## src/rtl/sat_accum_pipe.sv

```systemverilog
// Registered saturating adder/accumulator: mode 0 adds pairs, mode 1 sums ACC_LEN-sample frames.
// Every step clamps to the OUT_WIDTH signed range so the output word never wraps.
module sat_accum_pipe #(
    parameter int IN_WIDTH  = 8,
    parameter int OUT_WIDTH = 8,
    parameter int ACC_LEN   = 4,
    parameter int CNT_WIDTH = 16
) (
    input  logic                 clk,
    input  logic                 rst,
    input  logic                 mode,
    input  logic                 in_valid,
    input  logic [IN_WIDTH-1:0]  in_a,
    input  logic [IN_WIDTH-1:0]  in_b,
    input  logic                 cnt_clr,
    output logic                 out_valid,
    output logic [OUT_WIDTH-1:0] out_data,
    output logic                 sat_pos,
    output logic                 sat_neg,
    output logic [CNT_WIDTH-1:0] sat_count,
    output logic                 busy
);

    localparam int SW = OUT_WIDTH + 1;
    localparam int LW = $clog2(ACC_LEN + 1);
    localparam logic [OUT_WIDTH-1:0] MAXV = {1'b0, {(OUT_WIDTH-1){1'b1}}};
    localparam logic [OUT_WIDTH-1:0] MINV = {1'b1, {(OUT_WIDTH-1){1'b0}}};

    typedef enum logic {IDLE, ACCUM} state_t;

    state_t               state_q, state_d;
    logic [OUT_WIDTH-1:0] acc_q, acc_d;
    logic [LW-1:0]        cnt_q, cnt_d;
    logic                 frame_pos_q, frame_pos_d;
    logic                 frame_neg_q, frame_neg_d;
    logic                 out_valid_q, out_valid_d;
    logic [OUT_WIDTH-1:0] out_data_q, out_data_d;
    logic                 sat_pos_q, sat_pos_d;
    logic                 sat_neg_q, sat_neg_d;
    logic [CNT_WIDTH-1:0] sat_count_q, sat_count_d;

    logic [SW-1:0]          a_ext, b_ext, acc_ext;
    logic [OUT_WIDTH+1:0]   pair_res, step_res;

    // Packs {pos, neg, data}; the two top sum bits disagree exactly on overflow.
    function automatic logic [OUT_WIDTH+1:0] saturate(input logic [SW-1:0] sum);
        if (sum[SW-1] != sum[SW-2]) begin
            if (sum[SW-1]) saturate = {1'b0, 1'b1, MINV};
            else           saturate = {1'b1, 1'b0, MAXV};
        end else begin
            saturate = {1'b0, 1'b0, sum[OUT_WIDTH-1:0]};
        end
    endfunction

    always_comb begin
        a_ext    = {{(SW-IN_WIDTH){in_a[IN_WIDTH-1]}}, in_a};
        b_ext    = {{(SW-IN_WIDTH){in_b[IN_WIDTH-1]}}, in_b};
        acc_ext  = {acc_q[OUT_WIDTH-1], acc_q};
        pair_res = saturate(a_ext + b_ext);
        step_res = saturate(acc_ext + a_ext);
    end

    // The IDLE/ACCUM state doubles as the latched mode: mode is only looked at from IDLE.
    always_comb begin
        state_d     = state_q;
        acc_d       = acc_q;
        cnt_d       = cnt_q;
        frame_pos_d = frame_pos_q;
        frame_neg_d = frame_neg_q;
        out_valid_d = 1'b0;
        out_data_d  = out_data_q;
        sat_pos_d   = sat_pos_q;
        sat_neg_d   = sat_neg_q;
        sat_count_d = sat_count_q;

        if (in_valid) begin
            case (state_q)
                IDLE: begin
                    if (!mode) begin
                        out_valid_d = 1'b1;
                        out_data_d  = pair_res[OUT_WIDTH-1:0];
                        sat_pos_d   = pair_res[OUT_WIDTH+1];
                        sat_neg_d   = pair_res[OUT_WIDTH];
                    end else begin
                        state_d     = ACCUM;
                        acc_d       = a_ext[OUT_WIDTH-1:0];
                        cnt_d       = LW'(1);
                        frame_pos_d = 1'b0;
                        frame_neg_d = 1'b0;
                    end
                end
                ACCUM: begin
                    acc_d       = step_res[OUT_WIDTH-1:0];
                    cnt_d       = cnt_q + LW'(1);
                    frame_pos_d = frame_pos_q | step_res[OUT_WIDTH+1];
                    frame_neg_d = frame_neg_q | step_res[OUT_WIDTH];
                    if (cnt_q == LW'(ACC_LEN - 1)) begin
                        out_valid_d = 1'b1;
                        out_data_d  = step_res[OUT_WIDTH-1:0];
                        sat_pos_d   = frame_pos_d && (step_res[OUT_WIDTH-1:0] == MAXV);
                        sat_neg_d   = frame_neg_d && (step_res[OUT_WIDTH-1:0] == MINV);
                        state_d     = IDLE;
                        acc_d       = '0;
                        cnt_d       = '0;
                    end
                end
                default: state_d = IDLE;
            endcase
        end

        // Counter tracks the result being registered this edge; clear beats increment.
        if (cnt_clr) begin
            sat_count_d = '0;
        end else if (out_valid_d && (sat_pos_d || sat_neg_d) &&
                     (sat_count_q != {CNT_WIDTH{1'b1}})) begin
            sat_count_d = sat_count_q + CNT_WIDTH'(1);
        end
    end

    always_ff @(posedge clk) begin
        if (rst) begin
            state_q     <= IDLE;
            acc_q       <= '0;
            cnt_q       <= '0;
            frame_pos_q <= 1'b0;
            frame_neg_q <= 1'b0;
            out_valid_q <= 1'b0;
            out_data_q  <= '0;
            sat_pos_q   <= 1'b0;
            sat_neg_q   <= 1'b0;
            sat_count_q <= '0;
        end else begin
            state_q     <= state_d;
            acc_q       <= acc_d;
            cnt_q       <= cnt_d;
            frame_pos_q <= frame_pos_d;
            frame_neg_q <= frame_neg_d;
            out_valid_q <= out_valid_d;
            out_data_q  <= out_data_d;
            sat_pos_q   <= sat_pos_d;
            sat_neg_q   <= sat_neg_d;
            sat_count_q <= sat_count_d;
        end
    end

    assign out_valid = out_valid_q;
    assign out_data  = out_data_q;
    assign sat_pos   = sat_pos_q;
    assign sat_neg   = sat_neg_q;
    assign sat_count = sat_count_q;
    assign busy      = (state_q == ACCUM);

endmodule

```

## config.mk

```make
export PLATFORM = sky130hd
export DESIGN_NAME = sat_accum_pipe
export DESIGN_NICKNAME = d
export VERILOG_FILES = /design/src/rtl/sat_accum_pipe.sv
export SDC_FILE = /design/constraint.sdc
export NUM_CORES = 1
export LEC_CHECK = 0
export BUFFER_PORTS_ARGS = -buffer_cell sky130_fd_sc_hd__buf_2
export CORE_MARGIN = 1.5
export CORE_UTILIZATION = 61
export CTS_CLUSTER_DIAMETER = 200
export DETAILED_ROUTE_END_ITERATION = 12
export HOLD_SLACK_MARGIN = 0.02
export PLACE_DENSITY = 0.87
export SKIP_LAST_GASP = 1
export SYNTH_ARGS = -nofsm -noshare
export SYNTH_HDL_FRONTEND = slang
export SYNTH_SLANG_ARGS = --single-unit
```

## constraint.sdc

```tcl
create_clock -name clk -period 5.8 [get_ports clk]
set_clock_uncertainty 0.1 [all_clocks]
set_input_delay 0 -clock clk [delete_from_list [all_inputs] [get_ports clk]]
set_output_delay 0 -clock clk [all_outputs]
set_load 0.03 [all_outputs]
```

## Word-level counts from Yosys, hierarchy flattened

Cells that the tools add are included.

| cells by class | value |
|---|---|
| bitwise logic cells | 3 |
| $add $sub $neg | 4 |
| eq/ne operators | 9 |
| mux-type cells | 31 |
| reductions and logical operators | 8 |

Operators by type and width:

| operator | number |
|---|---|
| 10-bit two-way mux | 4 |
| 8-bit two-way mux | 4 |
| 8-bit one-hot mux with 2 select lines | 2 |
| 8-bit by 8-bit adder with 9-bit output | 2 |
| 16-bit by 1-bit adder with 16-bit output, second input constant | 1 |
| 16-bit != test, second input constant | 1 |
| 1-bit two-way mux | 12 |
| 1-bit one-hot mux with 2 select lines | 6 |
| 8-bit by 7-bit == test with 1-bit output, second input constant | 1 |
| 8-bit == test, second input constant | 1 |
| 3-bit two-way mux | 2 |
| 3-bit one-hot mux with 2 select lines | 1 |
| 1-bit logical AND | 4 |
| 2-bit != test, second input constant | 2 |
| 3-bit by 1-bit adder with 3-bit output, second input constant | 1 |
| 3-bit by 2-bit == test with 1-bit output, second input constant | 1 |
| 3-bit AND reduction | 1 |
| 1-bit != test | 2 |
| 2-bit by 1-bit != test with 1-bit output, second input constant | 1 |
| 1-bit OR | 2 |
| 2-bit AND reduction | 1 |
| 2-bit OR reduction | 1 |
| 1-bit logical OR | 1 |
| 1-bit inverter | 1 |

| word-level totals | value |
|---|---|
| bits in registers | 41 |
| input bits | 21 |
| output and inout port bits | 28 |

## Logic depth before layout (Yosys ltp)

| depth | value |
|---|---|
| depth after elaboration | 11 |
| depth in mapped cells | 19 |

## Least setup slack after synthesis

Ideal clock, no wire load.

| path | value |
|---|---|
| kind | register to register |
| from | reg acc_q[0] |
| to | reg sat_count_q[13] (netlist: sat_count[13]) |
| required time | 5.584 ns |
| setup slack | 2.247 ns |
| cell stages (with the launch flop) | 15 |
| buffers on the path | 1 |
| data arrival time | 3.337 ns |
| clock period less this slack | 3.553 ns |
| setup time | 0.116 ns |
| path through | dfxtp_1 ha_1 fa_1 a211oi_4 o31ai_4 o21ai_4 ha_1 clkbuf_1 inv_1 a211oi_1 a221oi_2 o211ai_2 a2111oi_4 a21oi_1 a31o_1 |

| between the ends | value |
|---|---|
| longest elaborated chain between the ends | 11 |
| elaborated cells on any way between the ends | 19 |
| those cells by class | add/sub: 1; eq/ne: 3; mux: 8; bitwise: 2; reduce/logical: 5 |

RTL lines:

| element | RTL line | RTL |
|---|---|---|
| from (decl) | 32 | `logic [OUT_WIDTH-1:0] acc_q, acc_d;` |
| from (signal assigned) | 123 | `acc_q <= '0;` |
| from (signal assigned) | 134 | `acc_q <= acc_d;` |
| 8-bit by 8-bit adder with 9-bit output (*) | 60 | `step_res = saturate(acc_ext + a_ext);` |
| 10-bit two-way mux / 1-bit != test (equally long branches) | 48, 47 |  |
| 10-bit two-way mux (*) | 47 | `if (sum[SW-1] != sum[SW-2]) begin` |
| 8-bit by 7-bit == test with 1-bit output (tied with other cells) | 100 | `sat_pos_d = frame_pos_d && (step_res[OUT_WIDTH-1:0] == MAXV);` |
| 1-bit logical AND (on tied branches) | 100, 101 |  |
| 1-bit two-way mux | 97 | `if (cnt_q == LW'(ACC_LEN - 1)) begin` |
| 1-bit one-hot mux with 2 select lines | 77 | `case (state_q)` |
| 1-bit two-way mux | 76 | `if (in_valid) begin` |
| 1-bit logical OR (*) | 114 | `end else if (out_valid_d && (sat_pos_d \|\| sat_neg_d) &&` |
| 1-bit logical AND (*) (2 in series) | 114 |  |
| to (signal assigned) | 142 | `sat_count_q <= sat_count_d;` |
| to (decl) | 40 | `logic [CNT_WIDTH-1:0] sat_count_q, sat_count_d;` |

Every way passes the cells marked *; elsewhere a longest branch is shown, timed or not.
A chain may end at the register's enable or synchronous reset.

## Final worst setup path

| path | value |
|---|---|
| from | in in_a[0] |
| to | reg sat_count_q[15] (netlist: sat_count[15]) |

| between the ends | value |
|---|---|
| longest elaborated chain between the ends | 11 |
| elaborated cells on any way between the ends | 25 |
| those cells by class | add/sub: 2; eq/ne: 4; mux: 12; bitwise: 2; reduce/logical: 5 |

RTL lines:

| element | RTL line | RTL |
|---|---|---|
| from (decl) | 13 | `input logic [IN_WIDTH-1:0] in_a,` |
| 8-bit by 8-bit adder with 9-bit output | 60 |  |
| 10-bit two-way mux / 1-bit != test (equally long branches) | 48, 47 |  |
| 10-bit two-way mux | 47 |  |
| 8-bit by 7-bit == test with 1-bit output (tied with other cells) | 100 |  |
| 1-bit logical AND (on tied branches) | 100, 101 |  |
| 1-bit two-way mux | 97 |  |
| 1-bit one-hot mux with 2 select lines | 77 |  |
| 1-bit two-way mux | 76 |  |
| 1-bit logical OR (*) | 114 |  |
| 1-bit logical AND (*) (2 in series) | 114 |  |

Marked as above.

==> impl_results.rst <==
.. list-table::
   :header-rows: 1

   * - Metric
     - Value
   * - Average wire per standard cell
     - 16.1 um
   * - Pin count of the biggest net entering global routing
     - 24
   * - Synth Area per Inst
     - 8.39 sq um
   * - Top-level port count
     - 49
   * - Root cell of the clock tree
     - clkbuf_8
   * - Floorplan Core Area
     - 0.00447 sq mm
   * - Post-layout nets
     - 433
   * - Hold/Removal Path Class
     - in2reg
   * - Global-route wire length before repair
     - 12.1 mm
   * - Detailed placement HPWL
     - 5.33 mm
   * - Placer's final routability congestion estimate
     - 0.857
   * - Slowest cell on the critical path
     - o211ai_2
   * - Buffer and inverter count on the worst path
     - 3
   * - Die footprint
     - 0.00518 sq mm
   * - Capture instance of the worst register-to-register path
     - sat_count[13]$_SDFFE_PP0P_
   * - Number of global-route vias before repair
     - 2661
   * - Period utilisation layout
     - 77.8%
   * - Asr flop ratio synth
     - 0%
   * - Clock latency on the worst-skew pair
     - 0.31 ns
   * - Sum of routed wire length over all layers
     - 7.14 mm
   * - Clock sink count
     - 41
   * - Antenna diode instance count
     - 0
   * - Netlist Area Pre-Place
     - 0.00290 sq mm
   * - Outcome
     - finished, final reports clean
   * - Max-cap violation count
     - 0
   * - CTS H-tree lvls
     - 2
   * - Share of power burned in the clock network
     - 29.3%
   * - Total number of yosys warnings
     - 0
   * - Worst setup SP type
     - input pin
   * - Worst Path Required
     - 5.94 ns
   * - Starting DRT DRC Count
     - 197
   * - IR Drop Worst-Case VDD
     - 0.000161 V
   * - Horiz. Die Dim
     - 72.0 um
   * - First-pass iteration count of the detailed router
     - 7
   * - Hold wc startpoint
     - in_a[6]
   * - Critical path data arrival time
     - 4.65 ns
   * - Area taken by flip-flops and latches
     - 821 sq um
   * - Layout overhead on the synthesized area
     - 14.4%
   * - Fill cell count
     - 333
   * - Worst-path clk slew
     - 0.08 ns
   * - Startpoint of the worst-slack reg-to-reg timing path
     - acc_q[0]$_SDFFE_PP0P_
   * - Worst-case headroom to the max-slew limit
     - 48.3%
   * - Number of pins exceeding their max-slew limit in the final report
     - 0
   * - Worst-path cell chain
     - dlygate4sd3_1 -> buf_2 -> ha_1 -> fa_1 -> a21o_1 -> a21oi_1 -> o21bai_1 -> a21oi_1 -> nor2b_1 -> o21bai_1 -> inv_1 -> ha_1 -> nand3b_1 -> a21oi_1 -> a21o_1 -> a311o_1 -> o211ai_2 -> a2111oi_4 -> a21o_1 -> a21oi_1
   * - Ratio of total power to cell area
     - 254 mW/mm^2
   * - GR Util All Layers
     - 29.3%
   * - Synth Register Bits
     - 41
   * - Longest individual stage delay on the worst path
     - 0.56 ns
   * - DR vias/cell
     - 6.28
   * - Overflow left after global routing
     - 0
   * - Setup repair after global routing missed its margin
     - false
   * - Post-Syn Instances
     - 346
   * - Worst-case reg-to-reg path depth
     - 12
   * - Effective utilization at floorplan
     - 64.8%
   * - DRC violation count after routing
     - 0
   * - Crit path kind
     - in2reg
   * - Most used flip-flop cell after synthesis
     - dfxtp_1
   * - Leading cell type in the layout, fill and taps excluded
     - buf_2
   * - Multi-input combinational cell area
     - 0.00196 sq mm
   * - EDFF count, synth
     - 0
   * - Post-synthesis cell type count
     - 61
   * - Worst Tran Pin Value
     - 0.774 ns
   * - Maximum buffer depth of the clock tree
     - 2
   * - Number of gates given a new drive strength after cts
     - 0
   * - Num CTS Buffers
     - 5
   * - Portion of total power attributed to sequential cells
     - 36.1%
   * - Cell-internal power
     - 545 uW
   * - Critical-path maximum fanout
     - 11
   * - Total number of vias
     - 2775
   * - Post-route minimum period
     - 4.51 ns
   * - Finished Cell Area
     - 0.00332 sq mm
   * - Worst hold stages
     - 3
   * - Crit path top cell by count
     - a21oi_1
   * - Capture endpoint of the worst hold path
     - acc_q[6]$_SDFFE_PP0P_
   * - Hold Vio Cnt, Final
     - 0
   * - Slack of the worst reg-to-reg path
     - 1.64 ns
   * - Mapped Nets
     - 390
   * - Sw power
     - 297 uW
   * - Number of antenna violations at the first check in global routing
     - 0
   * - # port buffers
     - 48
   * - Highest-count cells in the layout ignoring fill and taps
     - buf_2 (48), dfxtp_1 (41), nor2_1 (38)
   * - Leakage
     - 0.00141 uW
   * - Final TNS setup
     - 0 ns
   * - Rows
     - 24
   * - Placed instance area
     - 0.00314 sq mm
   * - Die Ht
     - 72.0 um
   * - Kind of cell with the highest combined delay on the critical path
     - compound AO/OA/AOI/OAI gates
   * - Setup violators final
     - 0
   * - Count of nets left with antenna violations after detail routing
     - 0
   * - Comb pwr share
     - 34.6%
   * - Proportion of layout cells with a drive suffix above 1
     - 18.7%
   * - Sw Ratio
     - 35.3%
   * - TritonCTS clock tree
     - done
   * - Crit. End Element
     - flip-flop
   * - Buffer count from post-CTS setup fixing
     - 0
   * - Highest clock rate
     - 0.222 GHz
   * - Share of synthesized area occupied by flip-flops and latches
     - 28.3%
==> worst max path at each step <==
stage | slack, ns | cells after the start | to | from
global placement | 1.68 | 19 | sat_count[14]$_SDFFE_PP0P_ | in_a[0]
CTS | 1.31 | 20 | sat_count[15]$_SDFFE_PP0P_ | in_a[0]
detailed placement | 1.54 | 19 | sat_count[14]$_SDFFE_PP0P_ | in_a[0]
global route | 0.91 | 20 | sat_count[11]$_SDFFE_PP0P_ | in_a[0]
floorplan | 2.25 | 14 | sat_count[13]$_SDFFE_PP0P_ | acc_q[0]$_SDFFE_PP0P_
finish | 1.29 | 20 | sat_count[15]$_SDFFE_PP0P_ | in_a[0]
==> worst register-to-register path, stage by stage, from the launching register on <==
cell	delay, ns
dfxtp_1	0.33
ha_1	0.23
fa_1	0.45
a211oi_4	0.30
o31ai_4	0.13
o21ai_4	0.21
ha_1	0.39
nand2_1	0.20
and4b_1	0.23
a41oi_2	0.40
a2111oi_4	0.76
a21oi_1	0.14
a31o_1	0.20
==> metal layers <==
metal  GRT usage (%)  up-vias  part of all wire [%]
met3            4.58       23                   4.8
met5               0        -                     0
met4            12.2        0                   2.4
met1            39.8     1304                    46
met2            46.7       97                    46
li1                -     1351                     -
==> cells in the mapped netlist (3+ instances only) <==
cell type / instances / area share [%]
a2111oi_2: 3 / 1.6
a211oi_1: 19 / 4.9
a21o_1: 10 / 2.6
a21oi_1: 29 / 5.0
a32o_1: 3 / 1.0
and2_1: 8 / 1.7
and3_1: 4 / 0.86
buf_2: 4 / 0.69
clkbuf_1: 13 / 1.7
dfxtp_1: 41 / 28
ha_1: 21 / 9.1
inv_1: 10 / 1.3
mux2i_1: 4 / 1.4
nand2_1: 33 / 4.3
nand3_1: 8 / 1.4
nand3b_1: 5 / 1.3
nor2_1: 38 / 4.9
nor2b_1: 6 / 1.3
o21ai_0: 10 / 1.7
o21bai_1: 5 / 1.3
xnor2_1: 14 / 4.2
xor2_1: 7 / 2.1
==> power groups by stage <==
stage	registers, uW	clock network [uW]	logic (uW)
after global routing	306	261	320
after global placement	310	0	275
after detailed placement	311	0	281
final	304	247	291
after floorplan	321	0	209
after CTS	304	248	287
==> metrics by stage <==
stage,hold WS [ns],worst slack (ns),utilization (%),std cells,total power [uW]
floorplan,0.0379,2.25,-,346,530
global placement,0.222,1.68,70.1,428,585
detailed placement,0.230,1.54,70.1,428,591
CTS,0.0226,1.31,74.2,442,839
global route,0.0297,0.910,74.2,442,886
finish,0.0190,1.29,74.2,442,842
==> registers in the layout (all words and copies together) (netlist names) <==
name	count
frame_neg_q	1
acc_q	8
out_data	8
cnt_q	3
sat_count	16
busy	1
frame_pos_q	1
sat_pos	1
out_valid	1
sat_neg	1
==> cells by family after synthesis <==
logic type	count (synthesis)	synth area share, %
AO/OA/AOI/OAI	114	31.1
AND/OR/NAND/NOR	113	18.4
flip-flops	41	28.3
buffers and inverters	30	4.05
adder cells (fa/ha/maj)	23	10.4
XOR/XNOR	21	6.34
multiplexers	4	1.38
==> timing repair <==
action / in CTS / in global routing
endpoints found under the setup margin: 0 / 0
hold buffers: 6 / 0
hold endpoints to repair: 8 / 0
==> cell type report <==
| class | instances | share of cell area, % |
|---|---|---|
| Multi-Input combinational cell | 275 | 59.2 |
| Sequential cell | 41 | 24.7 |
| Timing Repair Buffer | 55 | 9.28 |
| Clock buffer | 6 | 2.49 |
| Tap cell | 52 | 1.96 |
| Inverter | 11 | 1.24 |
| Clock inverter | 2 | 1.13 |
Power figures use the tool's default switching activity.
